$ cat src/rtl/period_meter.sv
// Period meter: counts clk cycles between consecutive rising edges of an asynchronous strobe
// and hands each result out over valid/ready, with one-cycle timeout and overrun pulses.
module period_meter #(
  parameter int unsigned WIDTH   = 32,
  parameter int unsigned TIMEOUT = 100000000
) (
  input  logic             clk,
  input  logic             rst,
  input  logic             sig_in,
  input  logic             meas_ready,
  output logic [WIDTH-1:0] meas,
  output logic             meas_valid,
  output logic             timeout,
  output logic             overrun
);

  localparam logic [WIDTH-1:0] TIMEOUT_W = WIDTH'(TIMEOUT);
  localparam logic [WIDTH-1:0] ONE_W     = WIDTH'(1);

  typedef enum logic {
    IDLE  = 1'b0,
    COUNT = 1'b1
  } state_t;

  state_t           state_q, state_d;
  logic             s1_q, s2_q, s3_q;
  logic             rise;
  logic [WIDTH-1:0] cnt_q, cnt_d;
  logic [WIDTH-1:0] meas_q, meas_d;
  logic             meas_valid_q, meas_valid_d;
  logic             timeout_q, timeout_d;
  logic             overrun_q, overrun_d;
  logic             res_vld;

  // s1/s2 resynchronise sig_in; s3 is the history flop for edge detection
  assign rise = s2_q & ~s3_q;

  // State register
  always_ff @(posedge clk) begin
    if (rst) begin
      state_q      <= IDLE;
      s1_q         <= 1'b0;
      s2_q         <= 1'b0;
      s3_q         <= 1'b0;
      cnt_q        <= '0;
      meas_q       <= '0;
      meas_valid_q <= 1'b0;
      timeout_q    <= 1'b0;
      overrun_q    <= 1'b0;
    end else begin
      state_q      <= state_d;
      s1_q         <= sig_in;
      s2_q         <= s1_q;
      s3_q         <= s2_q;
      cnt_q        <= cnt_d;
      meas_q       <= meas_d;
      meas_valid_q <= meas_valid_d;
      timeout_q    <= timeout_d;
      overrun_q    <= overrun_d;
    end
  end

  // Next-state and cycle counter; a rise on the TIMEOUT cycle still counts as an edge
  always_comb begin
    state_d = state_q;
    cnt_d   = cnt_q;
    case (state_q)
      IDLE: begin
        if (rise) begin
          state_d = COUNT;
          cnt_d   = ONE_W;
        end else begin
          cnt_d = '0;
        end
      end
      COUNT: begin
        if (rise) begin
          cnt_d = ONE_W;
        end else if (cnt_q == TIMEOUT_W) begin
          state_d = IDLE;
          cnt_d   = '0;
        end else begin
          cnt_d = cnt_q + ONE_W;
        end
      end
    endcase
  end

  // Result handoff and event pulses
  always_comb begin
    res_vld      = (state_q == COUNT) && rise;
    timeout_d    = (state_q == COUNT) && !rise && (cnt_q == TIMEOUT_W);
    meas_d       = meas_q;
    meas_valid_d = meas_valid_q;
    overrun_d    = 1'b0;
    if (res_vld) begin
      if (!meas_valid_q || meas_ready) begin
        meas_d       = cnt_q;
        meas_valid_d = 1'b1;
      end else begin
        overrun_d = 1'b1;
      end
    end else if (meas_valid_q && meas_ready) begin
      meas_valid_d = 1'b0;
    end
  end

  assign meas       = meas_q;
  assign meas_valid = meas_valid_q;
  assign timeout    = timeout_q;
  assign overrun    = overrun_q;

endmodule

$ cat config.mk
export PLATFORM = sky130hd
export DESIGN_NAME = period_meter
export DESIGN_NICKNAME = d
export VERILOG_FILES = /design/src/rtl/period_meter.sv
export SDC_FILE = /design/constraint.sdc
export NUM_CORES = 1
export LEC_CHECK = 0
export CAP_MARGIN = 20
export CORE_MARGIN = 3
export CORE_UTILIZATION = 53
export DETAILED_ROUTE_END_ITERATION = 16
export DONT_BUFFER_PORTS = 1
export PLACE_DENSITY = 0.65
export SETUP_SLACK_MARGIN = 0.05
export SYNTH_ARGS = -nofsm -noshare
export SYNTH_HDL_FRONTEND = slang
export SYNTH_SLANG_ARGS = --single-unit
$ cat constraint.sdc
create_clock -name clk -period 2.61 [get_ports clk]
set_clock_uncertainty 0.1 [all_clocks]
set_input_delay 0.3915 -clock clk [delete_from_list [all_inputs] [get_ports clk]]
set_output_delay 0.3915 -clock clk [all_outputs]
set_load 0.02 [all_outputs]
# == Word level (Yosys, flattened, before mapping) ==
# Index checks and enable logic that the tools add are counted.
# word_totals
regBits,71
in_bits,4
out_inout_bits,35
wordCells,39
# op_classes
add_sub_neg,1
n_eq_ne,2
mux,12
bitwise_logic,4
n_reduce_logical,11
# op_table
cell,count
$mux W32,2
$pmux W32 S2,1
$add A32 B1 Y32 const B,1
$eq A32 B27 Y1 const B,1
$mux W1,8
$logic_and A1 B1 Y1,4
$reduce_and A2 Y1,2
$not A1 Y1,3
$logic_not A1 Y1,2
$ne A2 B1 Y1 const B,1
$pmux W1 S2,1
$reduce_bool A2 Y1,1
$reduce_or A2 Y1,1
$and A1 B1 Y1,1
$logic_or A1 B1 Y1,1

# == Depth between registers and ports, before layout ==
# Gate-level depths: netlist of the first run.
# depth
word_depth,5
mapped_depth,10
ltp_nobuf,7

# == Worst setup path after synthesis of the first run ==
# No wires, ideal clock.
# synth_timing
path_kind,register to register
from,register cnt_q[0]
to,register cnt_q[19]
setup_time_ns,0.117
arrival_ns,1.746
t_required_ns,2.393
slack_ns,0.647
stages_incl_launch_ff,11
path_buffers,3
period_less_slack_ns,1.963
path_cell_list,dfxtp_1 clkbuf_1 inv_1 ha_1 nor4b_1 nand3_1 nor4_1 or2_2 clkbuf_1 buf_2 nor2_1
# synth_via
elab_chain_len,4
elab_cells_between_ends,5
classes_between,add/sub (1); eq/ne (1); mux (3)
# synth_rtl
element,line_no,text
from (decl),28,"logic [WIDTH-1:0] cnt_q, cnt_d;"
from (signal assigned),55,cnt_q <= cnt_d;
$add A32 B1 Y32 / $eq A32 B27 Y1 (equally long branches),"83, 79",
$mux W32 (*),79,end else if (cnt_q == TIMEOUT_W) begin
$mux W32 (*),77,if (rise) begin
$pmux W32 S2 (*),67,case (state_q)
# Every way passes the cells marked *; elsewhere a longest branch is shown, timed or not.
# A chain may end at the register's enable or synchronous reset.

# == Worst setup path in the final report of the first run ==
# layout_timing
from,register cnt_q[0]
to,register cnt_q[31]
# Same word-level chain as after synthesis.

==> run summary, run 1 <==
Crit path cell chain - inv_1 > ha_1 > nor4b_1 > nand3_1 > nor4_1 > or2_2 > buf_12 > nor2_1
Crit-path max cell delay - 0.42 ns
Post-route cell area - 3170 µm²
Max-slew violations - 0
Synth cell types - 27
Crit Path Category - register to register
Hold_sp - rst
Class of the worst hold path - primary input to register
Post-cts sizing count - 0
Vias per cell - 5.41
Number of I/O port buffers - 0
Syn Inst Count - 343
Hold Fails Final Rpt - 0
Mapped Nets - 349
Buf/Inv on CP - 2
# IOs - 39
Worst-Margin Slew - 0.592 ns
H-Tree Depth - 3
Clk slew on worst S/H paths - 0.07 ns
Post-synth top flop - dfxtp_1
TNS Setup - 0 ns
DR iter-0 viols - 152
CTS Buf Count - 9
Pwr Total - 2.30 mW
Post-synth EDFFs - 0
Layout cell share with drive strength beyond 1 - 0.0671
Total Routing Usage GR - 0.214
Core area - 4940 µm²
Final setup viols - 0
Max VDD drop - 483 µV
CTS tree - built
Clock buffer depth - 2
R2r startpoint - cnt_q[0]
CTS sink cnt - 71
Commonest cells post-synth - 77 x nand2_1, 71 x dfxtp_1, 36 x a21oi_1
Leakage - 0.989 nW
Post-synth ARST share - 0
Hpwl dp - 4060 µm
RSZ-0062 raised after global routing - no
Final Hold Slack - 0.0476 ns
CP max FO - 20
Global route overflow - 0
Tcrit/Tclk final - 0.895
Layout area overhead - 11.8%
Fin cells - 410
Worst skew pair latency - 0.36 ns
Status - completed
Final net count - 344
CP top delay family - simple AND/OR/NAND/NOR gates
Initial Utilization - 0.574
Largest net degree at the start of global routing - 37
Post-route minimum period - 2.34 ns
Post-Place Worst Slack - 0.273 ns
PwrDens - 724 nW/µm²
Vias in the first global route - 2167
Critical Path Sink Type - register
Rows - 25
Slowest cell on the critical path - nor4_1
Placed cell count - 393
# DRC - 0
Util after Layout - 0.642
Top cell type by total area after synthesis - dfxtp_1
CP arrival - 2.48 ns
Post-synthesis sequential area ratio - 0.501
Initial antenna violation count - 0
Multi-input logic area - 1310 µm²
Fill cell count - 455
DRT Pass-1 Iters - 4
Startpoint Class - register
Worst path required time - 2.76 ns
Crit. Startpoint - cnt_q[0]
Placed inst area - 2880 µm²
Total die area - 6270 µm²
Final ANT Viol Nets - 0
Yosys warns - 0
# diodes - 0
Top-count cell post-synth - nand2_1
Max-cap violations - 0
First-pass GRT wire length - 10300 µm
DRT Wirelength - 5950 µm
Die span in x - 79.2 µm
Via count - 2219
RePlAce Congestion - 0.830
DIE HEIGHT - 79.2 µm
Share of the synthesized area in the top cell type - 0.501
Slew HR - 0.602
Drt wl/cell - 14.5 µm
Seq cells post-synth - 71
Final WS setup - 0.274 ns
Syn avg cell area - 8.27 µm²
Root buffer cell - clkbuf_8
Post-Syn Area - 2840 µm²
Fmax - 428 MHz
Top post-synthesis cells by area - dfxtp_1 50%, nand2_1 10%, a21oi_1 6.4%
Sequential Area - 1420 µm²
path summary, 6_finish.rpt:
path	slack [ns]	end	cells past startpoint
max	0.27	cnt_q[31]	8
min	0.05	state_q	1
max reg2reg	0.27	cnt_q[31]	8
min reg2reg	0.34	s2_q	1
cell usage in the layout (no fill, tap or decap), drive strengths merged, types with 5 or more instances in the layout:
cell type / netlist / routed
buf: 7 / 6
dfxtp: 71 / 71
and3: 6 / 6
a21oi: 36 / 36
and4: 5 / 5
nand4: 8 / 8
nand2: 77 / 77
nor2: 28 / 28
inv: 5 / 5
nor4: 11 / 11
nor2b: 5 / 5
clkbuf: 15 / 11
nand3: 14 / 14
xnor2: 15 / 15
xor2: 12 / 12
logic make-up after synthesis:
| group | after synthesis | synth area share |
|---|---|---|
| buffers and inverters | 27 | 0.0379 |
| AOI/OAI and AO/OA | 41 | 0.0728 |
| adders and majority gates | 2 | 0.00882 |
| DFF | 71 | 0.501 |
| xor gates and xnor gates | 27 | 0.0834 |
| and+or+nand+nor | 175 | 0.296 |
per-layer routing:
metal	routed length [µm]	track usage	part of all wire	vias up
li1	-	-	-	1144
met1	2770	0.266	0.47	1023
met2	2780	0.333	0.47	42
met3	284	0.0692	0.048	10
met4	106	0.108	0.018	0
met5	0	0	0	-
area by class of cell:
type                            count  area share
Inverter                            5     0.00592
Timing Repair Buffer                6      0.0221
Multi-Input combinational cell    245       0.412
Clock buffer                       11      0.0446
Tap cell                           67      0.0264
Clock inverter                      5      0.0406
Sequential cell                    71       0.448
flip-flops by register name, indices dropped and copies added (netlist names):
signal      flops
cnt_q          32
meas           32
meas_valid      1
overrun         1
s1_q            1
s2_q            1
s3_q            1
state_q         1
timeout         1
where the power goes:
part / switching, mW / total, mW / internal [mW]
sequential: 0.00450 / 1.09 / 1.09
combinational: 0.0213 / 0.0327 / 0.0114
clock: 0.414 / 1.17 / 0.760
timing repair:
action,4_1_cts,5_1_grt
setup buffers,0,0
endpoints found under the hold margin,36,0
hold buffers,1,0
setup endpoints to repair,0,0
Power figures use the tool's default switching activity.
==> inputs of run 2 (changes only) <==
--- a/config.mk
+++ b/config.mk
@@ -6,7 +6,6 @@
 export NUM_CORES = 1
 export LEC_CHECK = 0
 export CAP_MARGIN = 20
-export CORE_MARGIN = 3
 export CORE_UTILIZATION = 53
 export DETAILED_ROUTE_END_ITERATION = 16
 export DONT_BUFFER_PORTS = 1
==> constraint.sdc (replaced) <==
create_clock -name clk -period 2.61 [get_ports clk]
set_clock_uncertainty 0.1 [all_clocks]
set_input_delay 0.3915 -clock clk [delete_from_list [all_inputs] [get_ports clk]]
set_output_delay 0.3915 -clock clk [all_outputs]
set_load 0.005 [all_outputs]
==> run 2 against run 1 <==
Die area shrank 9.9%. Register-to-register slack gained 0.07 ns. Global-route usage grew 0.23 points. Sequential share of layout area grew 0.99 points. Critical endpoint is now cnt_q[23]. Final area shrank 2.2%. Core utilization shrank 3.8 points. Clock power shrank 27%. Worst hold slack gained 0.0075 ns.
==> run summary, run 2 (synthesis gave the netlist of run 1 again) <==
Status - completed (unchanged)
Slowest cell on the critical path - nor4_1 (unchanged)
Initial Utilization - 0.552 (was 0.574)
Fmax - 441 MHz (was 428 MHz)
Sequential Power Share - 0.550 (was 0.475)
Post-CTS setup buffers - 0 (unchanged)
Via count - 2222 (was 2219)
Clock buffer depth - 2 (unchanged)
Worst path required time - 2.75 ns (was 2.76 ns)
Worst-Margin Slew - 0.571 ns (was 0.592 ns)
Crit Path Category - register to register (unchanged)
DRT Pass-1 Iters - 4 (unchanged)
CTS Buf Count - 9 (unchanged)
First-pass GRT wire length - 9070 µm (was 10300 µm)
CP top delay family - simple AND/OR/NAND/NOR gates (unchanged)
Final ANT Viol Nets - 0 (unchanged)
Final setup viols - 0 (unchanged)
Commonest cells after routing, fill and taps aside - 77 x nand2_1, 71 x dfxtp_1, 36 x a21oi_1 (unchanged)
Cell internal pwr - 1.56 mW (was 1.86 mW)
Most common cell after layout, fill and taps aside - nand2_1 (unchanged)
H-Tree Depth - 3 (unchanged)
DR iter-0 viols - 110 (was 152)
Crit-path max cell delay - 0.47 ns (was 0.42 ns)
Worst skew pair latency - 0.34 ns (was 0.36 ns)
Hold_sp - rst (unchanged)
# DRC - 0 (unchanged)
Core area - 5140 µm² (was 4940 µm²)
CP arrival - 2.40 ns (was 2.48 ns)
PwrDens - 639 nW/µm² (was 724 nW/µm²)
Total die area - 5650 µm² (was 6270 µm²)
Max-cap violations - 0 (unchanged)
Critical Path Sink Type - register (unchanged)
R2r startpoint - cnt_q[26] (was cnt_q[0])
Buf/Inv on CP - 1 (was 2)
CP max FO - 21 (was 20)
Max VDD drop - 401 µV (was 483 µV)
Total Routing Usage GR - 0.217 (was 0.214)
Hold Fails Final Rpt - 0 (unchanged)
Vias in the first global route - 1933 (was 2167)
Tcrit/Tclk final - 0.868 (was 0.895)
Number of I/O port buffers - 0 (unchanged)
CTS tree - built (unchanged)
RSZ-0062 raised after global routing - no (unchanged)
Sw Share - 0.213 (was 0.192)
Global route overflow - 0 (unchanged)
DRT Wirelength - 5470 µm (was 5950 µm)
Final net count - 344 (unchanged)
# IOs - 39 (unchanged)
Max-slew violations - 0 (unchanged)
Comb pwr share - 0.016 (was 0.014)
Crit path cell chain - nor4b_1 > nand2_1 > nor4_1 > or2_2 > buf_12 > nor2_1 (was inv_1 > ha_1 > nor4b_1 > nand3_1 > nor4_1 > or2_2 > buf_12 > nor2_1)
Root buffer cell - clkbuf_8 (unchanged)
Layout cell share with drive strength beyond 1 - 0.0700 (was 0.0671)
Leakage - 0.953 nW (was 0.989 nW)
RePlAce Congestion - 0.783 (was 0.830)
Hpwl dp - 3810 µm (was 4060 µm)
# diodes - 0 (unchanged)
CTS sink cnt - 71 (unchanged)
Post-Place Worst Slack - 0.346 ns (was 0.273 ns)
Rows - 26 (was 25)
Clk slew on worst S/H paths - 0.07 ns (about the same)
Crit. Startpoint - cnt_q[26] (was cnt_q[0])
Vias per cell - 5.38 (was 5.41)
Layout area overhead - 9.40% (was 11.8%)
Die span in x - 75.2 µm (was 79.2 µm)
DIE HEIGHT - 75.2 µm (was 79.2 µm)
Slew HR - 0.616 (was 0.602)
Final WS setup - 0.343 ns (was 0.274 ns)
Drt wl/cell - 13.2 µm (was 14.5 µm)
TNS Setup - 0 ns (unchanged)
Startpoint Class - register (unchanged)
Initial antenna violation count - 0 (unchanged)
Net switching power - 0.422 mW (was 0.440 mW)
Largest net degree at the start of global routing - 37 (unchanged)
Post-route minimum period - 2.27 ns (was 2.34 ns)
Clk pwr share - 0.434 (was 0.511)
Class of the worst hold path - primary input to register (unchanged)
## run 2: final cells by class
type	count	area (µm²)
fillers	508	2040
flip-flops and latches	71	1420
multi-input cells	245	1310
clock buffers	10	138
well taps	70	87.6
repair buffers	6	70.1
clock inverters	6	60.1
inverters	5	18.8
## run 2: worst paths after layout
kind	cells past startpoint	end	slack (ns)
hold / removal	1	state_q	0.06
setup / recovery	6	cnt_q[23]	0.34
hold reg to reg	1	s2_q	0.34
setup reg to reg	6	cnt_q[23]	0.34
## run 2: power groups by stage
| stage | Combinational, mW | Sequential (mW) | Clock (mW) |
|---|---|---|---|
| after global placement | 0.0206 | 1.12 | 0 |
| after global routing | 0.0352 | 1.09 | 0.936 |
| after CTS | 0.0319 | 1.09 | 0.887 |
| final | 0.0316 | 1.09 | 0.859 |
| after floorplan | 0.0244 | 1.11 | 0 |
| after detailed placement | 0.0204 | 1.12 | 0 |
## run 2: timing repair
action,4_1_cts,5_1_grt
endpoints found under the hold margin,36,0
setup endpoints to repair,0,0
hold buffers,1,0
resized for setup,0,0
## run 2: routing by layer
layer / part of all wire / global-route usage / vias to the layer above / routed length [µm]
li1: - / - / 1142 / -
met1: 0.50 / 0.290 / 1028 / 2710
met2: 0.45 / 0.328 / 40 / 2440
met3: 0.036 / 0.0535 / 12 / 198
met4: 0.021 / 0.105 / 0 / 116
met5: 0 / 0 / - / 0
## run 2: per-stage QoR
stage | area (µm²) | util | std cells | hold slack, ns | power (mW)
final | 3100 | 0.604 | 413 | 0.0551 | 1.98
after global placement | 2890 | 0.561 | 396 | 0.324 | 1.14
after floorplan | 2840 | - | 343 | 0.314 | 1.14
after CTS | 3100 | 0.604 | 413 | 0.0344 | 2.01
after global routing | 3100 | 0.604 | 413 | 0.0441 | 2.06
after detailed placement | 2890 | 0.561 | 396 | 0.328 | 1.14
==> inputs of run 3 (changes only) <==
--- a/config.mk
+++ b/config.mk
@@ -5,10 +5,12 @@
 export SDC_FILE = /design/constraint.sdc
 export NUM_CORES = 1
 export LEC_CHECK = 0
+export ABC_AREA = 1
 export CAP_MARGIN = 20
 export CORE_UTILIZATION = 53
 export DETAILED_ROUTE_END_ITERATION = 16
 export DONT_BUFFER_PORTS = 1
+export GPL_TIMING_DRIVEN = 0
 export PLACE_DENSITY = 0.65
 export SETUP_SLACK_MARGIN = 0.05
 export SYNTH_ARGS = -nofsm -noshare
==> run 3 against run 2 <==
Register-to-register slack improved by 0.53 ns. Core utilization up 0.93 points. Clock power rose by 11%. Worst setup slack better by 0.53 ns. Critical path depth grew 1. Final cell count rose by 28%. Clock-buffer cell count grew 1. Largest power group unchanged.
==> run summary, run 3 <==
Status - completed (unchanged)
Startpoint Class - register (unchanged)
Post-synth ARST share - 0 (unchanged)
Max-cap violations - 0 (unchanged)
Fill cell count - 545 (was 508)
Leakage - 1.12 nW (was 0.953 nW)
Placed inst area - 3190 µm² (was 2890 µm²)
Slew HR - 0.762 (was 0.616)
CP top delay family - simple AND/OR/NAND/NOR gates (unchanged)
Post-route minimum period - 1.73 ns (was 2.27 ns)
DRT Wirelength - 7480 µm (was 5470 µm)
DIE HEIGHT - 78.4 µm (was 75.2 µm)
DRT Pass-1 Iters - 4 (unchanged)
CTS Buf Count - 9 (unchanged)
Worst Reg2Reg Path Length in Cells - 7 (was 6)
# IOs - 39 (unchanged)
Top cell type by total area after synthesis - dfxtp_1 (unchanged)
Largest net degree at the start of global routing - 12 (was 37)
Util after Layout - 0.613 (was 0.604)
Post-route cell area - 3420 µm² (was 3100 µm²)
Worst skew pair latency - 0.35 ns (was 0.34 ns)
R2r startpoint - cnt_q[1] (was cnt_q[26])
Mapped Nets - 444 (was 349)
Seq cells post-synth - 71 (unchanged)
Vias per cell - 5.16 (was 5.38)
Post-synth EDFFs - 0 (unchanged)
Hold path endpoint - s1_q (was state_q)
Total Routing Usage GR - 0.266 (was 0.217)
CTS Hold Buffers Added - 1 (unchanged)
Crit path cell chain - ha_1 > inv_1 > nor2_2 > nand2_1 > nor2_1 > xnor2_1 > nor2_1 (was nor4b_1 > nand2_1 > nor4_1 > or2_2 > buf_12 > nor2_1)
Syn avg cell area - 7.07 µm² (was 8.27 µm²)
Post-cts sizing count - 0 (unchanged)
Sw Share - 0.206 (was 0.213)
Critical Path Sink Type - register (unchanged)
CP max FO - 4 (was 21)
Tcrit/Tclk final - 0.664 (was 0.868)
Rows - 27 (was 26)
First-pass GRT wire length - 12200 µm (was 9070 µm)
Worst hold path depth - 2 (was 1)
Top-count cell post-synth - nand2_1 (unchanged)
RePlAce Congestion - 0.889 (was 0.783)
Post-synth top flop - dfxtp_1 (unchanged)
Drt wl/cell - 14.2 µm (was 13.2 µm)
Class of the worst hold path - primary input to register (unchanged)
Die span in x - 78.4 µm (was 75.2 µm)
Worst-Margin Slew - 0.356 ns (was 0.571 ns)
Via count - 2721 (was 2222)
Number of I/O port buffers - 0 (unchanged)
Post-CTS setup buffers - 0 (unchanged)
Final net count - 457 (was 344)
Clock buffer depth - 2 (unchanged)
Max VDD drop - 333 µV (was 401 µV)
Top post-synthesis cells by area - dfxtp_1 46%, nand2_1 12%, nor2_1 12% (was dfxtp_1 50%, nand2_1 10%, a21oi_1 6.4%)
Hold_sp - sig_in (was rst)
Pwr Total - 2.10 mW (was 1.98 mW)
Reg2reg end - cnt_q[16] (was cnt_q[23])
# DRC - 0 (unchanged)
CTS sink cnt - 71 (unchanged)
Initial antenna violation count - 0 (unchanged)
Hold Fails Final Rpt - 0 (unchanged)
Placed cell count - 510 (was 396)
Buf/Inv on CP - 1 (unchanged)
Post-Syn Area - 3100 µm² (was 2840 µm²)
Clk pwr share - 0.454 (was 0.434)
Global route overflow - 0 (unchanged)
Post-synthesis sequential area ratio - 0.459 (was 0.501)
Multi-input logic area - 1470 µm² (was 1310 µm²)
PwrDens - 613 nW/µm² (was 639 nW/µm²)
Fmax - 577 MHz (was 441 MHz)
Core area - 5570 µm² (was 5140 µm²)
Slowest cell on the critical path - dfxtp_1 (was nor4_1)
Total die area - 6150 µm² (was 5650 µm²)
Share of the synthesized area in the top cell type - 0.459 (was 0.501)
Crit-path max cell delay - 0.37 ns (was 0.47 ns)
Layout cell share with drive strength beyond 1 - 0.0835 (was 0.0700)
Final setup viols - 0 (unchanged)
H-Tree Depth - 3 (unchanged)
RSZ-0062 raised after global routing - no (unchanged)
# diodes - 0 (unchanged)
Root buffer cell - clkbuf_8 (unchanged)
CP arrival - 1.87 ns (was 2.40 ns)
Hpwl dp - 5570 µm (was 3810 µm)
Net switching power - 0.431 mW (was 0.422 mW)
Comb pwr share - 0.022 (was 0.016)
Fin cells - 527 (was 413)
Commonest cells after routing, fill and taps aside - 99 x nand2_1, 96 x nor2_1, 71 x dfxtp_1 (was 77 x nand2_1, 71 x dfxtp_1, 36 x a21oi_1)
Yosys warns - 0 (unchanged)
Clk slew on worst S/H paths - 0.08 ns (was 0.07 ns)
Most common cell after layout, fill and taps aside - nand2_1 (unchanged)
Commonest cells post-synth - 99 x nand2_1, 96 x nor2_1, 71 x dfxtp_1 (was 77 x nand2_1, 71 x dfxtp_1, 36 x a21oi_1)
TNS Setup - 0 ns (unchanged)
Final ANT Viol Nets - 0 (unchanged)
Layout area overhead - 10.4% (was 9.40%)
Worst path most repeated cell - nor2_1
CTS tree - built (unchanged)
Vias in the first global route - 2585 (was 1933)
Synth cell types - 20 (was 27)
Syn Inst Count - 438 (was 343)
Cell internal pwr - 1.66 mW (was 1.56 mW)
Sequential Area - 1420 µm² (unchanged)
Initial Utilization - 0.555 (was 0.552)
Max-slew violations - 0 (unchanged)
DR iter-0 viols - 123 (was 110)
FF-to-FF setup slack - 0.88 ns (was 0.34 ns)
Sequential Power Share - 0.525 (was 0.550)
Crit Path Category - register to register (unchanged)
Worst path required time - 2.75 ns (about the same)
-- run 3: layout make-up --
cell class                      instances  share of cell area
Timing Repair Buffer                    2             0.00586
Inverter                               39              0.0428
Clock inverter                          4              0.0205
Tap cell                               72              0.0264
Multi-Input combinational cell        316               0.429
Buffer                                 12              0.0183
Sequential cell                        71               0.416
Clock buffer                           11              0.0414
-- run 3: routing by layer --
layer,global-route usage,up-vias,part of all wire
met5,0,-,0
met4,0.102,0,0.017
met3,0.0651,11,0.051
met2,0.426,59,0.48
met1,0.345,1256,0.46
li1,-,1395,-
-- run 3: cell families (layout without fill, tap and decap cells) --
group / after synthesis / count (layout) / share of synthesized area
AO/OA/AOI/OAI: 71 / 71 / 0.117
XOR/XNOR: 15 / 15 / 0.0424
adder cells (fa/ha/maj): 2 / 2 / 0.00808
buffers and inverters: 51 / 68 / 0.0675
flip-flops: 71 / 71 / 0.459
AND/OR/NAND/NOR: 228 / 228 / 0.306
-- run 3: power groups by stage --
| stage | clock [mW] | sequential [mW] | combinational (mW) |
|---|---|---|---|
| floorplan | 0 | 1.12 | 0.0318 |
| global placement | 0 | 1.12 | 0.0412 |
| detailed placement | 0 | 1.12 | 0.0422 |
| CTS | 0.963 | 1.10 | 0.0441 |
| global route | 1.02 | 1.10 | 0.0523 |
| finish | 0.951 | 1.10 | 0.0452 |
-- run 3: worst max path at each step --
stage,start,to,slack (ns),cells after the start
CTS,cnt_q[1],cnt_q[16],0.88,7
global route,cnt_q[1],cnt_q[16],0.73,7
global placement,cnt_q[1],cnt_q[16],0.93,7
finish,cnt_q[1],cnt_q[16],0.88,7
detailed placement,cnt_q[1],cnt_q[16],0.89,7
floorplan,cnt_q[1],cnt_q[16],1.24,7
-- run 3: through the flow --
step | setup slack, ns | hold WS (ns)
4_1_cts | 0.882 | 0.00508
6_report | 0.877 | 0.0370
3_3_place_gp | 0.934 | 0.301
3_5_place_dp | 0.888 | 0.303
5_1_grt | 0.734 | 0.0339
2_1_floorplan | 1.24 | 0.288
